## config.mk

```make
export PLATFORM = sky130hd
export DESIGN_NAME = fifo_flags_flat
export DESIGN_NICKNAME = d
export VERILOG_FILES = /design/src/rtl/encoder_fec_pkg.sv /design/src/rtl/fifo_flags_if.sv /design/src/rtl/fifo_flags_ptr.sv /design/src/rtl/fifo_flags.sv /design/src/flat_wrapper.sv
export SDC_FILE = /design/constraint.sdc
export NUM_CORES = 1
export LEC_CHECK = 0
export CAP_MARGIN = 5
export CORE_MARGIN = 3
export CORE_UTILIZATION = 40
export CTS_CLUSTER_SIZE = 14
export DETAILED_ROUTE_END_ITERATION = 8
export DONT_BUFFER_PORTS = 1
export SYNTH_ARGS = -nofsm -noshare
export SYNTH_HDL_FRONTEND = slang
export SYNTH_SLANG_ARGS = --single-unit
export TNS_END_PERCENT = 1
```

## constraint.sdc

```tcl
create_clock -name clk -period 4.4 [get_ports clk]
set_clock_uncertainty 0.15 [all_clocks]
set_input_delay 1.32 -clock clk [delete_from_list [all_inputs] [get_ports clk]]
set_output_delay 1.32 -clock clk [all_outputs]
set_load 0.01 [all_outputs]
```

## src/rtl/encoder_fec_pkg.sv

```systemverilog
// Shared encoder datapath constants and types.
// Holds the FIFO threshold defaults and the level-width helper.
package encoder_fec_pkg;

  localparam int unsigned DATA_WIDTH      = 8;
  localparam int unsigned ENTRIES_BUFFER  = 16;
  localparam int unsigned HALF_CLK_PERIOD = 5;

  localparam int unsigned FIFO_AF_DEFAULT = 12;
  localparam int unsigned FIFO_AE_DEFAULT = 3;

  typedef logic [DATA_WIDTH-1:0] message_data_t;

  typedef struct packed {
    logic overflow;
    logic underflow;
  } fifo_err_t;

  // Width needed to hold an occupancy of 0..entries inclusive.
  function automatic int unsigned fifo_lw(input int unsigned entries);
    return $clog2(entries + 1);
  endfunction

endpackage

```

## src/rtl/fifo_flags_if.sv

```systemverilog
// Handshake, data, threshold and status bundle of fifo_flags.
// The master is the user of the FIFO; the slave is the FIFO itself.
interface fifo_flags_if
  import encoder_fec_pkg::*;
#(
  parameter int unsigned WIDTH   = DATA_WIDTH,
  parameter int unsigned ENTRIES = ENTRIES_BUFFER
);
  localparam int unsigned LW = fifo_lw(ENTRIES);

  logic             wr_en;
  logic [WIDTH-1:0] data_in;
  logic             rd_en;
  logic [WIDTH-1:0] data_out;
  logic             rd_valid;
  logic             empty;
  logic             full;
  logic             almost_full;
  logic             almost_empty;
  logic [LW-1:0]    level;
  logic [LW-1:0]    af_level;
  logic [LW-1:0]    ae_level;
  logic             overflow;
  logic             underflow;
  logic             clr_err;

  modport master (
    output wr_en, data_in, rd_en, af_level, ae_level, clr_err,
    input  data_out, rd_valid, empty, full, almost_full, almost_empty,
           level, overflow, underflow
  );

  modport slave (
    input  wr_en, data_in, rd_en, af_level, ae_level, clr_err,
    output data_out, rd_valid, empty, full, almost_full, almost_empty,
           level, overflow, underflow
  );

endinterface

```

## src/rtl/fifo_flags_ptr.sv

```systemverilog
// Wrapping pointer counter for arbitrary depth: counts 0..ENTRIES-1, then
// returns to 0 explicitly.
module fifo_flags_ptr #(
  parameter int unsigned ENTRIES = 16,
  parameter int unsigned PW      = (ENTRIES > 1) ? $clog2(ENTRIES) : 1
) (
  input  logic          clk,
  input  logic          rst,
  input  logic          inc,
  output logic [PW-1:0] ptr
);

  localparam logic [PW-1:0] LAST = PW'(ENTRIES - 1);

  always_ff @(posedge clk) begin
    if (rst) begin
      ptr <= '0;
    end else if (inc) begin
      ptr <= (ptr == LAST) ? '0 : ptr + PW'(1);
    end
  end

endmodule

```

## src/rtl/fifo_flags.sv

```systemverilog
// Synchronous FIFO with arbitrary depth, optional first-word-fall-through,
// occupancy level, programmable almost-full/empty and sticky error flags.
module fifo_flags
  import encoder_fec_pkg::*;
#(
  parameter int unsigned WIDTH   = DATA_WIDTH,
  parameter int unsigned ENTRIES = ENTRIES_BUFFER,
  parameter int unsigned FWFT    = 0
) (
  input  logic         clk,
  input  logic         rst,
  fifo_flags_if.slave  bus
);

  localparam int unsigned LW = fifo_lw(ENTRIES);
  localparam int unsigned PW = (ENTRIES > 1) ? $clog2(ENTRIES) : 1;

  logic [WIDTH-1:0] mem [ENTRIES];
  logic [PW-1:0]    wr_ptr;
  logic [PW-1:0]    rd_ptr;
  logic [LW-1:0]    level_q;
  fifo_err_t        err_q;

  logic empty_c;
  logic full_c;
  logic rd_acc_c;
  logic wr_acc_c;

  // A write into a full FIFO is only taken when a pop frees a slot this cycle.
  assign empty_c  = (level_q == '0);
  assign full_c   = (level_q == LW'(ENTRIES));
  assign rd_acc_c = bus.rd_en & ~empty_c;
  assign wr_acc_c = bus.wr_en & (~full_c | rd_acc_c);

  fifo_flags_ptr #(.ENTRIES(ENTRIES), .PW(PW)) u_wr_ptr (
    .clk (clk),
    .rst (rst),
    .inc (wr_acc_c),
    .ptr (wr_ptr)
  );

  fifo_flags_ptr #(.ENTRIES(ENTRIES), .PW(PW)) u_rd_ptr (
    .clk (clk),
    .rst (rst),
    .inc (rd_acc_c),
    .ptr (rd_ptr)
  );

  // Storage is deliberately not reset.
  always_ff @(posedge clk) begin
    if (wr_acc_c && !rst) begin
      mem[wr_ptr] <= bus.data_in;
    end
  end

  always_ff @(posedge clk) begin
    if (rst) begin
      level_q <= '0;
    end else if (wr_acc_c && !rd_acc_c) begin
      level_q <= level_q + LW'(1);
    end else if (rd_acc_c && !wr_acc_c) begin
      level_q <= level_q - LW'(1);
    end
  end

  // Sticky errors; a new event beats a simultaneous clear.
  always_ff @(posedge clk) begin
    if (rst) begin
      err_q <= '0;
    end else begin
      err_q.overflow  <= (bus.wr_en & ~wr_acc_c) | (err_q.overflow & ~bus.clr_err);
      err_q.underflow <= (bus.rd_en & empty_c) | (err_q.underflow & ~bus.clr_err);
    end
  end

  generate
    if (FWFT != 0) begin : g_fwft
      assign bus.data_out = mem[rd_ptr];
      assign bus.rd_valid = ~empty_c;
    end else begin : g_std
      logic [WIDTH-1:0] dout_q;
      logic             rv_q;

      always_ff @(posedge clk) begin
        if (rst) begin
          dout_q <= '0;
          rv_q   <= 1'b0;
        end else begin
          rv_q <= rd_acc_c;
          if (rd_acc_c) begin
            dout_q <= mem[rd_ptr];
          end
        end
      end

      assign bus.data_out = dout_q;
      assign bus.rd_valid = rv_q;
    end
  endgenerate

  assign bus.level        = level_q;
  assign bus.empty        = empty_c;
  assign bus.full         = full_c;
  assign bus.almost_full  = (level_q >= bus.af_level);
  assign bus.almost_empty = (level_q <= bus.ae_level);
  assign bus.overflow     = err_q.overflow;
  assign bus.underflow    = err_q.underflow;

endmodule

```

## src/flat_wrapper.sv

```systemverilog
// flat-port wrapper written by rule: the top's interface ports become plain ports
module fifo_flags_flat import encoder_fec_pkg::*;
#(
  parameter int unsigned WIDTH   = DATA_WIDTH,
  parameter int unsigned ENTRIES = ENTRIES_BUFFER,
  parameter int unsigned FWFT    = 0
)
  (clk, rst, bus_wr_en, bus_data_in, bus_rd_en, bus_af_level, bus_ae_level, bus_clr_err, bus_data_out, bus_rd_valid, bus_empty, bus_full, bus_almost_full, bus_almost_empty, bus_level, bus_overflow, bus_underflow);
  fifo_flags_if #(.WIDTH(WIDTH), .ENTRIES(ENTRIES)) bus_i ();
  input  logic clk;
  input  logic rst;
  input wire logic [$bits(bus_i.wr_en)-1:0] bus_wr_en;
  input wire logic [$bits(bus_i.data_in)-1:0] bus_data_in;
  input wire logic [$bits(bus_i.rd_en)-1:0] bus_rd_en;
  input wire logic [$bits(bus_i.af_level)-1:0] bus_af_level;
  input wire logic [$bits(bus_i.ae_level)-1:0] bus_ae_level;
  input wire logic [$bits(bus_i.clr_err)-1:0] bus_clr_err;
  output wire logic [$bits(bus_i.data_out)-1:0] bus_data_out;
  output wire logic [$bits(bus_i.rd_valid)-1:0] bus_rd_valid;
  output wire logic [$bits(bus_i.empty)-1:0] bus_empty;
  output wire logic [$bits(bus_i.full)-1:0] bus_full;
  output wire logic [$bits(bus_i.almost_full)-1:0] bus_almost_full;
  output wire logic [$bits(bus_i.almost_empty)-1:0] bus_almost_empty;
  output wire logic [$bits(bus_i.level)-1:0] bus_level;
  output wire logic [$bits(bus_i.overflow)-1:0] bus_overflow;
  output wire logic [$bits(bus_i.underflow)-1:0] bus_underflow;
  assign bus_i.wr_en = bus_wr_en;
  assign bus_i.data_in = bus_data_in;
  assign bus_i.rd_en = bus_rd_en;
  assign bus_i.af_level = bus_af_level;
  assign bus_i.ae_level = bus_ae_level;
  assign bus_i.clr_err = bus_clr_err;
  assign bus_data_out = bus_i.data_out;
  assign bus_rd_valid = bus_i.rd_valid;
  assign bus_empty = bus_i.empty;
  assign bus_full = bus_i.full;
  assign bus_almost_full = bus_i.almost_full;
  assign bus_almost_empty = bus_i.almost_empty;
  assign bus_level = bus_i.level;
  assign bus_overflow = bus_i.overflow;
  assign bus_underflow = bus_i.underflow;
  fifo_flags #(.WIDTH(WIDTH), .ENTRIES(ENTRIES), .FWFT(FWFT)) u_core (.clk(clk), .rst(rst), .bus(bus_i));
endmodule
```

## After elaboration in Yosys (flattened, before gate mapping)

Memory sizes are Yosys's and may differ from the RTL's. A register that Yosys moved wholly into a read port is not among the register bits.
Index checks and enable logic that the tools add are counted.

| operators by class | value |
|---|---|
| add/subtract/negate cells | 4 |
| $lt $le $gt $ge | 2 |
| eq/ne operators | 3 |
| mux-type cells | 6 |
| bitwise gates (word level) | 13 |
| reduce and logical (&&, ||, !) cells | 8 |

Operators by type and width:

| kind | count |
|---|---|
| $mux 5 | 2 |
| $add 4x1->4 const B | 2 |
| $eq 4x4->1 const B | 2 |
| $mux 4 | 2 |
| $and 1x1->1 | 6 |
| $add 5x1->5 const B | 1 |
| $eq 5x5->1 const B | 1 |
| $ge 5x5->1 | 1 |
| $le 5x5->1 | 1 |
| $logic_not 5->1 | 1 |
| $sub 5x1->5 const B | 1 |
| $not 1->1 | 4 |
| $logic_and 1x1->1 | 3 |
| $logic_not 1->1 | 3 |
| $or 1x1->1 | 3 |
| $mux 1 | 2 |
| $reduce_bool 2->1 | 1 |

| word-level totals | value |
|---|---|
| flip-flop bits (word level) | 16 |
| RAM bits | 128 |
| logic and storage cells | 43 |
| memories | 1 |

Memories:

| memory | depth | width | rd ports | clocked after memory_dff | write ports | RTL line | source |
|---|---|---|---|---|---|---|---|
| u_core.mem | 16 | 8 | 1 | 1 | 1 | fifo_flags.sv:18 | `logic [WIDTH-1:0] mem [ENTRIES];` |

## Depth between registers and ports, before layout

| depth | value |
|---|---|
| depth after elaboration | 9 |
| gate-level depth with buffers | 12 |
| depth with buffers taken out | 11 |

## Hierarchy

Synthesis repeated with hierarchy kept, for this count alone.

| unflattened totals | value |
|---|---|
| cells, all modules | 427 |
| area, all modules | 6321.1 um^2 |

Modules (own cells, without submodules):

| module | instances | cells each | area each (um^2) | seq. area each (um^2) |
|---|---|---|---|---|
| fifo_flags | 1 | 389 | 5973.2 | 4164.0 |
| fifo_flags_ptr | 2 | 19 | 173.9 | 80.1 |

## Worst setup path after synthesis

OpenSTA, ideal clock, no wires.

| timing path | value |
|---|---|
| path type | input -> output |
| start point | input bus_ae_level[1] |
| end point | output bus_almost_empty |
| data arrival time | 2.413 ns |
| data required time | 2.930 ns |
| slack | 0.517 ns |
| stages on the path | 7 |
| cell sequence | inv_1 -> ha_1 -> nor2b_1 -> o21a_1 -> o21a_1 -> o21a_1 -> o22ai_1 |

| on the way | value |
|---|---|
| longest elaborated chain between the ends | 1 |

Ends and longest elaborated chain:

| what | RTL line | source |
|---|---|---|
| from (decl) | flat_wrapper.sv:16 | `input wire logic [$bits(bus_i.ae_level)-1:0] bus_ae_level;` |
| $le 5x5->1 | fifo_flags.sv:105 | `assign bus.almost_empty = (level_q <= bus.ae_level);` |
| to (decl) | flat_wrapper.sv:23 | `output wire logic [$bits(bus_i.almost_empty)-1:0] bus_almost_empty;` |

Every way passes these cells.

## Worst setup path after layout

Ends and elaborated chain as after synthesis.

==> qor.yml <==
endpoint: "bus_almost_empty"
holdPathStages: 2
grt_pass1_wl_um: 19100
tns_ps: 0
row_count: 45
max_freq_mhz: 252
cp_slowest_cell: "ha_1"
path_max_fanout: 2
cts_made_buffers: 17
synthCells: 375
area_growth_syn_to_layout_pct: 13.0
initial_core_util: 0.413
slew_headroom: 0.378
dp_hpwl_um: 7780
antenna_left: 0
rr_startpoint: "u_core.bus.level[1]$_SDFFE_PP0P_"
worstRegToRegCells: 10
path_class: "in -> out"
crit_top_cell: "o21a_1"
avgSynthCellArea_um2: 16.9
grt_start_max_net_pins: 37
wl_met2_um: 5990
startpoint_type: "input pin"
critPathMaxStageDelay_ps: 290
grt_overflow_total: 0
setup_viol: 0
mostFrequentLayoutCells: "128 x edfxtp_1, 33 x nor2_1, 32 x mux4_2"
grt_pass1_vias: 3293
cp.required_ps: 2930
critPathArrivalTime_ps: 2500
die_h_um: 132
drt-met1-wl_um: 5210
clkTransAtPathRegs_ps: 60
dr_wl_met3_um: 891
ys_seq_elements: 152
gp_congestion: 0.724
cts_tree: "built"
cp-startpoint: "bus_ae_level[1]"
wirelength_um: 12300
post_cts_buffers: 0
slew_violations: 0
htreeDepth: 4
vdd_ir_drop_max_v: 0.000278
io_pins: 43
p_leak_nw: 2.34
syn_nets: 419
layout_min_cycle_time_ps: 3970
antenna_cells: 0
ys_types: 38
cts_buffer_depth: 2
maxUsedRoutingLayer: "met4"
fin_nets: 428
clock_latency_ps: 420
r2r_end: "u_core.bus.level[4]$_SDFFE_PP0P_"
period_share: 0.903
syn_area_um2: 6330
portBuffers: 0
wl_per_cell_um: 20.2
drt-initial-drc-count: 202
yosysWarnings: 0
status: "complete, no violations"
ff2ff_setup_slack_ps: 1100
postCtsHoldBufs: 0
die_area_um2: 17400
path_cells: "inv_1 -> ha_1 -> nor2b_1 -> o21a_1 -> o21a_1 -> o21a_1 -> o22ai_1"
finalHoldViolations: 0
fp.dieW_um: 132
stdcell_area_um2: 7150
vias_per_cell: 5.24
core_area_um2: 15300
power.density_nw_per_um2: 521
drtPass1Iterations: 4
drc: 0
antenna_found_initial: 0
drive_gt1_frac: 0.207
grtUsageTotal: 0.147
worstSetupEndpointType: "output port"
hp-class: "reg -> reg"
final_common_cell: "edfxtp_1"
worst_pin_slew_ps: 930
clkSinkCount: 152
cap_viol_max_count: 0
dpl_cell_area_um2: 6570
num_vias: 3186
rsz0062_at_grt: "no"
cts_resized: 0
cts_root_buf: "clkbuf_16"
yosysSeqAreaShare: 0.683
how the worst min path moves through the flow:
stage	end	from
final	u_core.u_wr_ptr.ptr[0]$_SDFFE_PP0N_	u_core.u_wr_ptr.ptr[0]$_SDFFE_PP0N_
after global routing	u_core.u_wr_ptr.ptr[0]$_SDFFE_PP0N_	u_core.u_wr_ptr.ptr[0]$_SDFFE_PP0N_
after CTS	u_core.u_wr_ptr.ptr[0]$_SDFFE_PP0N_	u_core.u_wr_ptr.ptr[0]$_SDFFE_PP0N_
after detailed placement	u_core.u_wr_ptr.ptr[1]$_SDFFE_PP0N_	u_core.u_wr_ptr.ptr[1]$_SDFFE_PP0N_
after global placement	u_core.u_wr_ptr.ptr[1]$_SDFFE_PP0N_	u_core.u_wr_ptr.ptr[1]$_SDFFE_PP0N_
after floorplan	u_core.u_wr_ptr.ptr[1]$_SDFFE_PP0N_	u_core.u_wr_ptr.ptr[1]$_SDFFE_PP0N_
flip-flops by register name, indices dropped and copies added, names as in the netlist:
| signal | cells |
|---|---|
| u_core.bus.data_out | 8 |
| u_core.bus.level | 5 |
| u_core.bus.overflow | 1 |
| u_core.bus.rd_valid | 1 |
| u_core.bus.underflow | 1 |
| u_core.mem | 128 |
| u_core.u_rd_ptr.ptr | 4 |
| u_core.u_wr_ptr.ptr | 4 |
metrics by stage:
step	setup slack, ps	total power (W)	util	instances	hold slack [ps]
final	425	0.00372	0.467	608	398
after detailed placement	415	0.00234	0.429	576	394
after global placement	474	0.00232	0.429	576	370
after floorplan	517	0.00221	-	375	353
after global routing	367	0.00390	0.467	608	451
after CTS	415	0.00377	0.467	608	402
per-layer routing:
layer	vias up	track usage
met2	90	0.235
met1	1608	0.190
li1	1474	-
met5	-	0
met4	0	0.0607
met3	14	0.0435
cell type report:
type | instances | area [um2]
tap | 211 | 264
fill | 1324 | 8160
timing repair buffer | 8 | 60.1
clock inverter | 15 | 160
clock buffer | 17 | 425
multi-input combinational | 187 | 1850
sequential | 152 | 4330
inverter | 18 | 70.1
Yosys cell counts:
cell type  number  area (um2)
buf_6           1        11.3
a21oi_1        12        60.1
inv_1          16        60.1
xor2_1          5        43.8
nand2_2         1        6.26
buf_1           1        3.75
a21o_1          1        7.51
a22oi_1         2        15.0
nor2b_1         2        12.5
inv_2           1        3.75
o22ai_1         1        6.26
o21a_1          3        22.5
a311oi_1        1        8.76
o21ai_0         1        5.00
nor3_1          9        45.0
mux4_2         32         721
clkbuf_1        9        33.8
o21a_4          1        15.0
nand2b_1        3        18.8
fa_1            1        20.0
buf_4           1        7.51
dfxtp_1        24         480
nand2_1        14        52.6
inv_4           1        6.26
o31ai_4         1        21.3
ha_1           20         250
mux2i_1        18         180
a41oi_1         1        8.76
a41oi_2         1        16.3
or4_4           1        11.3
or3_2           1        7.51
o221ai_1        8        70.1
nand3b_1        9        67.6
edfxtp_1      128        3840
nand3_1         4        20.0
buf_2           6        30.0
nor2_1         33         124
mux2_2          1        11.3
cell families (layout without fill, tap and decap cells):
| family | count (synthesis) | count (layout) | share of synthesized area |
|---|---|---|---|
| muxes | 51 | 51 | 0.144 |
| xor gates and xnor gates | 5 | 5 | 0.00692 |
| DFF | 152 | 152 | 0.683 |
| buffers and inverters | 36 | 58 | 0.0247 |
| adders and majority gates | 21 | 21 | 0.0427 |
| AOI/OAI and AO/OA | 33 | 33 | 0.0405 |
| and+or+nand+nor | 77 | 77 | 0.0577 |
critical path, delay by kind of cell:
kind                       cells  cell delay, ps
and+or+nand+nor                1             140
adders and majority gates      1             290
buffers and inverters          1              30
AOI/OAI and AO/OA              4             740
where the power goes:
group          total, W  internal (W)  leakage, nW  switching [W]
clock network   0.00143      0.000802        0.279       0.000623
logic          0.000594      0.000273        0.710       0.000321
registers       0.00171       0.00162         1.35      0.0000823
total           0.00372       0.00270         2.34        0.00103
(Power assumes the default switching activity.)
